## src/rtl/seg7_pkg.sv

```systemverilog
// Shared types and widths for the seven-segment scan controller.
package seg7_pkg;

    localparam int unsigned BCD_W = 4;

    typedef enum logic {
        S_BLANK = 1'b0,
        S_SHOW  = 1'b1
    } state_t;

endpackage

```

## src/rtl/seg7_slot_timer.sv

```systemverilog
// Per-slot cycle counter: counts 0..PRESCALE-1 and flags the blank-interval end and the slot end.
module seg7_slot_timer #(
    parameter  int unsigned PRESCALE = 50000,
    parameter  int unsigned BLANK    = 16,
    localparam int unsigned CNT_W    = $clog2(PRESCALE)
) (
    input  logic             clk,
    input  logic             rst,
    output logic [CNT_W-1:0] cnt,
    output logic             blank_end,
    output logic             slot_end
);

    assign blank_end = (cnt == CNT_W'(BLANK - 1));
    assign slot_end  = (cnt == CNT_W'(PRESCALE - 1));

    always_ff @(posedge clk) begin
        if (rst) begin
            cnt <= '0;
        end else if (slot_end) begin
            cnt <= '0;
        end else begin
            cnt <= cnt + CNT_W'(1);
        end
    end

endmodule

```

## src/rtl/seg7_scan_ctrl.sv

```systemverilog
// Multiplexed 7-segment scan controller with blank interval and frame-aligned word commit.
// Optional leading-zero suppression is enabled by defining SEG7_ZERO_BLANK_EN.
module seg7_scan_ctrl
    import seg7_pkg::*;
#(
    parameter int unsigned DIGITS   = 4,
    parameter int unsigned PRESCALE = 50000,
    parameter int unsigned BLANK    = 16
) (
    input  logic                    clk,
    input  logic                    rst,
    input  logic                    load_valid,
    output logic                    load_ready,
    input  logic [BCD_W*DIGITS-1:0] value,
    input  logic                    oor,
    output logic [BCD_W-1:0]        bcd,
    output logic [DIGITS-1:0]       an,
    output logic                    frame_done,
    output logic                    err
);

    localparam int unsigned VAL_W = BCD_W * DIGITS;
    localparam int unsigned IDX_W = $clog2(DIGITS);
    localparam int unsigned CNT_W = $clog2(PRESCALE);

    logic [CNT_W-1:0]  cnt;
    logic              blank_end;
    logic              slot_end;

    state_t            state, state_n;
    logic [VAL_W-1:0]  disp, disp_n;
    logic [VAL_W-1:0]  shadow, shadow_n;
    logic              pending, pending_n;
    logic [IDX_W-1:0]  idx, idx_n;
    logic              oor_acc, oor_acc_n;
    logic              err_n;
    logic              frame_done_n;
    logic [DIGITS-1:0] an_n;
    logic [BCD_W-1:0]  bcd_n;

    logic [DIGITS-1:0] digit_en;
    logic              upper_nz;
    logic              frame_end;
    logic              accept;
    logic              oor_take;

    seg7_slot_timer #(
        .PRESCALE (PRESCALE),
        .BLANK    (BLANK)
    ) u_timer (
        .clk       (clk),
        .rst       (rst),
        .cnt       (cnt),
        .blank_end (blank_end),
        .slot_end  (slot_end)
    );

    assign load_ready = ~pending;

    // Which digits get their enable this frame.
    always_comb begin
        upper_nz = 1'b0;
        digit_en = '1;
`ifdef SEG7_ZERO_BLANK_EN
        for (int k = DIGITS - 1; k >= 0; k--) begin
            upper_nz    = upper_nz | (disp[BCD_W*k +: BCD_W] != '0);
            digit_en[k] = upper_nz | (k == 0);
        end
`endif
    end

    assign frame_end = slot_end && (idx == IDX_W'(DIGITS - 1));
    assign accept    = load_valid && !pending;
    assign oor_take  = oor && (cnt >= CNT_W'(BLANK)) && digit_en[idx];

    // Next-state and registered-output logic.
    always_comb begin
        state_n      = state;
        disp_n       = disp;
        shadow_n     = shadow;
        pending_n    = pending;
        idx_n        = idx;
        oor_acc_n    = oor_acc | oor_take;
        err_n        = err;
        frame_done_n = 1'b0;
        an_n         = '0;
        bcd_n        = '0;

        case (state)
            S_BLANK: if (blank_end) state_n = S_SHOW;
            S_SHOW:  if (slot_end)  state_n = S_BLANK;
            default: state_n = S_BLANK;
        endcase

        if (slot_end) begin
            idx_n = frame_end ? '0 : idx + IDX_W'(1);
        end

        if (accept) begin
            shadow_n  = value;
            pending_n = 1'b1;
        end

        // A word already pending at the boundary blocks accept, so the two never collide.
        if (frame_end) begin
            if (pending) begin
                disp_n    = shadow;
                pending_n = 1'b0;
            end
            err_n        = oor_acc | oor_take;
            oor_acc_n    = 1'b0;
            frame_done_n = 1'b1;
        end

        if ((state_n == S_SHOW) && digit_en[idx_n]) begin
            an_n[idx_n] = 1'b1;
        end
        bcd_n = disp_n[BCD_W*idx_n +: BCD_W];
    end

    always_ff @(posedge clk) begin
        if (rst) begin
            state      <= S_BLANK;
            disp       <= '0;
            shadow     <= '0;
            pending    <= 1'b0;
            idx        <= '0;
            oor_acc    <= 1'b0;
            err        <= 1'b0;
            frame_done <= 1'b0;
            an         <= '0;
            bcd        <= '0;
        end else begin
            state      <= state_n;
            disp       <= disp_n;
            shadow     <= shadow_n;
            pending    <= pending_n;
            idx        <= idx_n;
            oor_acc    <= oor_acc_n;
            err        <= err_n;
            frame_done <= frame_done_n;
            an         <= an_n;
            bcd        <= bcd_n;
        end
    end

endmodule
```

## config.mk

```make
export PLATFORM = sky130hd
export DESIGN_NAME = seg7_scan_ctrl
export DESIGN_NICKNAME = d
export VERILOG_FILES = /design/src/rtl/seg7_pkg.sv /design/src/rtl/seg7_slot_timer.sv /design/src/rtl/seg7_scan_ctrl.sv
export SDC_FILE = /design/constraint.sdc
export NUM_CORES = 1
export LEC_CHECK = 0
export ABC_AREA = 1
export CELL_PAD_IN_SITES_DETAIL_PLACEMENT = 0
export CELL_PAD_IN_SITES_GLOBAL_PLACEMENT = 1
export CORE_ASPECT_RATIO = 1.2
export CORE_MARGIN = 2
export CORE_UTILIZATION = 40
export CTS_CLUSTER_SIZE = 12
export DETAILED_ROUTE_END_ITERATION = 8
export GPL_TIMING_DRIVEN = 0
export PLACE_DENSITY = 0.83
export RECOVER_POWER = 25
export SLEW_MARGIN = 30
export SYNTH_ARGS = -nofsm -noshare
export SYNTH_HDL_FRONTEND = slang
export SYNTH_SLANG_ARGS = --single-unit
```

## constraint.sdc

```tcl
create_clock -name clk -period 2 [get_ports clk]
set_input_delay 0.2 -clock clk [delete_from_list [all_inputs] [get_ports clk]]
set_output_delay 0.2 -clock clk [all_outputs]
set_load 0.03 [all_outputs]
```

==> results of run 1 <==
==> power by group <==
group | total (mW) | switching, mW | internal [mW] | leakage (nW)
Combinational | 0.158 | 0.0912 | 0.0668 | 1.04
Clock | 1.27 | 0.504 | 0.767 | 0.112
Sequential | 1.31 | 0.0202 | 1.29 | 0.512
Total | 2.74 | 0.615 | 2.12 | 1.67
==> metrics by stage <==
stage	setup slack, ns	setup TNS [ns]	std cells	total power, mW
2_1_floorplan	0.310	0	430	1.42
3_3_place_gp	-0.0419	-0.132	549	1.49
3_5_place_dp	-0.0536	-0.205	549	1.49
4_1_cts	0.00165	0	566	2.77
5_1_grt	0.0207	0	567	2.85
6_report	0.175	0	567	2.74
==> registers in the layout (all words and copies together) (netlist names) <==
| signal | count |
|---|---|
| err | 1 |
| disp | 16 |
| pending | 1 |
| state | 1 |
| idx | 2 |
| bcd | 4 |
| an | 4 |
| oor_acc | 1 |
| shadow | 16 |
| u_timer.cnt | 16 |
| frame_done | 1 |
==> Yosys cell counts <==
master    count  area share
buf_6         1      0.0039
clkbuf_1      8       0.010
buf_2         2      0.0034
nand3_1       8       0.014
ha_1          3       0.013
nor2_2        6       0.013
or2_2         3      0.0065
nand3b_1      1      0.0026
nand4_1       9       0.019
and3_1        1      0.0022
or2_0         1      0.0022
nor2_1       61       0.079
nand2_2       5       0.011
inv_1        27       0.035
o211ai_1      2      0.0052
clkinv_1      2      0.0026
nor2_8        2       0.014
nor3_1       12       0.021
dfxtp_1      63        0.43
nor3b_1       4       0.010
nand3_2       1      0.0034
a31oi_1       1      0.0022
xnor2_1       1      0.0030
a21oi_1      27       0.046
inv_2         3      0.0039
o21ai_0      19       0.033
nand2_1     154        0.20
buf_1         2      0.0026
nand3_4       1      0.0060
==> metal layers <==
layer	vias up	track usage	wire length (um)	share of wire
li1	1446	-	-	-
met1	1205	0.211	2980	0.45
met2	41	0.304	3280	0.49
met3	12	0.0390	232	0.035
met4	0	0.100	165	0.025
met5	-	0	0	0
==> area by class of cell <==
type / instances / area [um2] / area share
inverter: 32 / 121 / 0.0337
clock inverter: 5 / 80.1 / 0.0223
sequential: 63 / 1260 / 0.351
multi-input combinational: 322 / 1500 / 0.417
buffer: 12 / 56.3 / 0.0157
clock buffer: 11 / 151 / 0.0421
timing repair buffer: 32 / 312 / 0.0866
tap: 90 / 113 / 0.0313
==> what timing repair did <==
item                                    CTS  global route
buffers inserted                          2             1
pin swaps                                 1             1
endpoints found under the setup margin    5            16
resized for setup                         2             9
==> logic make-up (layout without fill, tap and decap cells) <==
family	after synthesis	in the layout	share of synthesized area
simple gates	269	269	0.402
flops	63	63	0.434
compound gates	49	49	0.0865
buf+inv	45	92	0.0616
fa+ha+maj	3	3	0.0129
xor+xnor	1	1	0.00301
==> worst max-delay path by stage <==
stage | start | to | slack (ns) | depth (start not counted)
6_report | u_timer.cnt[5]$_SDFF_PP0_ | bcd[2]$_SDFF_PP0_ | 0.18 | 11
5_1_grt | u_timer.cnt[5]$_SDFF_PP0_ | bcd[0]$_SDFF_PP0_ | 0.02 | 11
4_1_cts | u_timer.cnt[0]$_SDFF_PP0_ | bcd[3]$_SDFF_PP0_ | 0.002 | 11
3_5_place_dp | u_timer.cnt[0]$_SDFF_PP0_ | bcd[0]$_SDFF_PP0_ | -0.05 | 11
3_3_place_gp | u_timer.cnt[0]$_SDFF_PP0_ | bcd[0]$_SDFF_PP0_ | -0.04 | 11
2_1_floorplan | u_timer.cnt[0]$_SDFF_PP0_ | bcd[2]$_SDFF_PP0_ | 0.31 | 11
==> impl_metrics.csv, run 1 <==
group,metric,value,unit
timing,rsz0062_at_grt,"false",
setup_path,cp_cell_sequence,"nor2_1, nand2_2, nor2_8, nand3_4, buf_6, nand2_1, nand2_1, nand2_1, nand2_1, nor2_1, nor2_1",
timing,timing.fmax,0.548,GHz
run_status,status,"completed",
layout,diodes,0,
routing,drcViolationCount,0,
synth,synth-seq-cells,63,
setup_path,cp-start-kind,"flip-flop",
global_routing,antenna_found_initial,0,
worst_hold_path,hold_end,"disp[2]$_SDFF_PP0_",
die,die_h,97.4,um
power,power_density,761,nW/um2
timing,final_hold_viol_count,0,
setup_path,slowest_stage,"dfxtp_1",
routing,drt-pass1-iter-count,4,
timing,tightest_slew,0.479,ns
worst_hold_path,min_from,"rst",
layout,nFillCells,736,
setup_path,critPathMaxFanout,10,
timing,setup_violations,0,
worst_hold_path,hold_path_class,"in2reg",
die,io_pins,31,
setup_path,cp.required,2.22,ns
layout,synthToLayoutAreaGrowth,23.8,%
routing,wl_per_cell,11.7,um
global_routing,grt_pass1_wl,11100,um
worst_hold_path,hold_depth,2,
clock_tree,path_clk_slew,0.07,ns
routing,drt-initial-drc-count,93,
flow_run,drv_cap,0,
setup_path,cp-end-kind,"flip-flop",
setup_path,cp_top_family,"simple AND/OR/NAND/NOR gates",
timing,fin_crit_sh,0.912,
place,gp_congestion,0.775,
synth,yosysSeqAreaShare,0.434,
synth,synth_warnings,0,
timing,hold-worst-slack,0.245,ns
layout,fin_nets,495,
global_routing,grt_max_degree,19,
routing,postRouteAntennaNets,0,
setup_path,r2r-end,"bcd[2]$_SDFF_PP0_",
setup_path,path_common_cell,"nand2_1",
layout,final_common_cell,"nand2_1",
synth,netlist-cell-type-count,29,
timing,fin_crit,1.82,ns
die,row_count,34,
layout,final_cell_mix,"154 x nand2_1, 62 x dfxtp_1, 61 x nor2_1, 27 x inv_1, 27 x a21oi_1",
synth,syn_inst,430,
timing,max_slew_margin,0.681,
synth,synth_area,2910,um2
layout,postLayoutCellArea,3600,um2
clock_tree,cts_root_buf,"clkbuf_8",
power,leakage,1.67,nW
setup_path,path_buf_inv,1,
global_routing,grtUsageTotal,0.182,
synth,syn_avg_cell_area,6.76,um2
die,die_w,81.8,um
timing,slew_viol_final,0,
clock_tree,clockBufferDepth,2,
setup_path,crit_arrival,2.05,ns
die,core,7150,um2
routing,drt_wl_total,6660,um
clock_tree,cts_buffers,9,
die,dieArea,7970,um2
timing,fin_skew,0.00580,ns
global_routing,grt_pass1_vias,2476,
global_routing,grt_overflow,0,
layout,final_layout_size_suffix_gt1_frac,0.0985,
setup_path,path_class,"reg2reg",
place,placed_area,3310,um2
place,dp.final_hpwl,4880,um
routing,vias,2704,
layout,utilization,0.503,
synth,syn-num-nets,453,
setup_path,max_stage_delay,0.34,ns
power,ir_drop,451,uV
setup_path,r2r_slack,0.18,ns
die,start_util,0.407,
clock_tree,tritoncts,"done",
clock_tree,htreeDepth,3,
clock_tree,insertion_delay,0.35,ns
setup_path,r2r-start,"u_timer.cnt[5]$_SDFF_PP0_",
setup_path,worstRegToRegCells,11,
routing,viasPerCell,4.77,
clock_tree,postCtsHoldBufs,0,
clock_tree,cts.sink_count,63,
place,io_buffers,29,
Note: power is estimated with default switching activity, not from simulation.
==> run 2, diff against run 1 <==
RECOVER_POWER = not set   (was 25)
==> impl_metrics.csv, run 2 (same netlist as run 1, synthesis figures left out) <==
group,metric,value,unit
global_routing,grt_pass1_vias,2476,
power,sw_frac_of_total,0.225,
clock_tree,cts_buffers,9,
power,power_density,761,nW/um2
die,dieArea,7970,um2
timing,layout_setup_ws,0.178,ns
worst_hold_path,hold_path_class,"in2reg",
timing,fin_skew,0.00580,ns
timing,fin_crit,1.82,ns
die,row_count,34,
clock_tree,htreeDepth,3,
place,io_buffers,29,
global_routing,grt_max_degree,19,
die,core,7150,um2
power,clkPwrFrac,0.464,
die,die_w,81.8,um
clock_tree,tritoncts,"done",
die,start_util,0.407,
power,power_frac_seq,0.478,
routing,drt_wl_total,6660,um
timing,rsz0062_at_grt,"false",
global_routing,antenna_found_initial,0,
setup_path,crit_arrival,2.05,ns
flow_run,drv_cap,0,
clock_tree,path_clk_slew,0.07,ns
setup_path,cp-start-kind,"flip-flop",
clock_tree,postCtsHoldBufs,0,
clock_tree,insertion_delay,0.35,ns
layout,final_common_cell,"nand2_1",
setup_path,cp-end-kind,"flip-flop",
place,dp_worst_setup_slack,-0.0536,ns
timing,hold-worst-slack,0.238,ns
power,leakage,1.64,nW
die,io_pins,31,
timing,setup_violations,0,
timing,fin_crit_sh,0.911,
layout,final_cell_mix,"154 x nand2_1, 62 x dfxtp_1, 61 x nor2_1, 28 x clkdlybuf4s50_1",
layout,final_layout_size_suffix_gt1_frac,0.0985,
timing,slew_viol_final,0,
routing,drcViolationCount,0,
clock_tree,clockBufferDepth,2,
routing,drt-pass1-iter-count,4,
timing,final_hold_viol_count,0,
global_routing,grt_overflow,0,
power,combPwrFrac,0.058,
place,gp_congestion,0.775,
layout,diodes,0,
timing,tightest_slew,0.478,ns
power,ir_drop,451,uV
power,p_int,2.12,mW
routing,drt-initial-drc-count,93,
place,dp.cells,549,
power,power_switching,0.615,mW
setup_path,critPathMaxFanout,10,
routing,wl_per_cell,11.7,um
setup_path,path_class,"reg2reg",
place,dp.final_hpwl,4880,um
setup_path,cp.required,2.23,ns
timing,max_slew_margin,0.681,
layout,synthToLayoutAreaGrowth,23.8,%
clock_tree,cts_root_buf,"clkbuf_8",
routing,viasPerCell,4.76,
clock_tree,cts.sink_count,63,
timing,timing.fmax,0.549,GHz
global_routing,grtUsageTotal,0.182,
die,die_h,97.4,um
routing,vias,2698,
global_routing,grt_pass1_wl,11100,um
layout,fin_nets,495,
routing,postRouteAntennaNets,0,
layout,top_regs,"disp: 16 flops, shadow: 16 flops, u_timer.cnt: 16 flops",
layout,final_cell_count_no_fill,567,
run_status,status,"completed",
## run 2: changes by cell type in the layout (fill, tap and decap cells not counted), sizes merged
cell and delta:
buf +1, dlygate4sd3 -7, clkbuf -1, clkdlybuf4s50 +7
## run 2: cell type report
cell class / instances / area (um2)
Multi-Input combinational cell: 322 / 1500
Clock buffer: 11 / 151
Sequential cell: 63 / 1260
Tap cell: 90 / 113
Clock inverter: 5 / 80.1
Inverter: 32 / 121
Timing Repair Buffer: 32 / 312
Fill cell: 736 / 3550
Buffer: 12 / 56.3
## run 2: routing by layer
layer  wire length [um]  vias to the layer above  GRT usage
met5                  0                        -          0
met4                165                        0      0.100
met3                209                       12     0.0390
met2               3270                       35      0.304
met1               3010                     1206      0.211
li1                   -                     1445          -
## run 2: worst paths after layout
check        cells past startpoint                      start                   endpoint  slack [ns]
max                             11  u_timer.cnt[5]$_SDFF_PP0_          bcd[2]$_SDFF_PP0_        0.18
min                              2                        rst         disp[2]$_SDFF_PP0_        0.24
max reg2reg                     11  u_timer.cnt[5]$_SDFF_PP0_          bcd[2]$_SDFF_PP0_        0.18
min reg2reg                      1  u_timer.cnt[0]$_SDFF_PP0_  u_timer.cnt[0]$_SDFF_PP0_        0.47
## run 2: power groups by stage
stage          combinational [mW]  sequential [mW]  clock, mW
6_report                    0.158             1.31       1.27
2_1_floorplan              0.0938             1.33          0
3_3_place_gp                0.158             1.33          0
3_5_place_dp                0.160             1.33          0
5_1_grt                     0.179             1.31       1.36
4_1_cts                     0.159             1.31       1.30
## run 2: timing repair
item                                    CTS  global route
hold endpoints to repair                  0             0
resized for setup                         2             9
pin swaps                                 1             1
endpoints found under the setup margin    5            16
setup buffers                             2             1
## run 2: stage by stage
stage | area (um2) | utilization | power [mW] | setup TNS [ns]
finish | 3600 | 0.503 | 2.74 | 0
global route | 3600 | 0.503 | 2.85 | 0
CTS | 3550 | 0.497 | 2.77 | 0
detailed placement | 3310 | 0.463 | 1.49 | -0.205
global placement | 3310 | 0.463 | 1.49 | -0.132
floorplan | 2910 | - | 1.42 | 0
## run 2: critical path, stage by stage, from the launching register on
cell	delay [ns]
dfxtp_1	0.34
nor2_1	0.26
nand2_2	0.15
nor2_8	0.16
nand3_4	0.16
buf_6	0.19
nand2_1	0.08
nand2_1	0.05
nand2_1	0.05
nand2_1	0.06
nor2_1	0.13
nor2_1	0.06
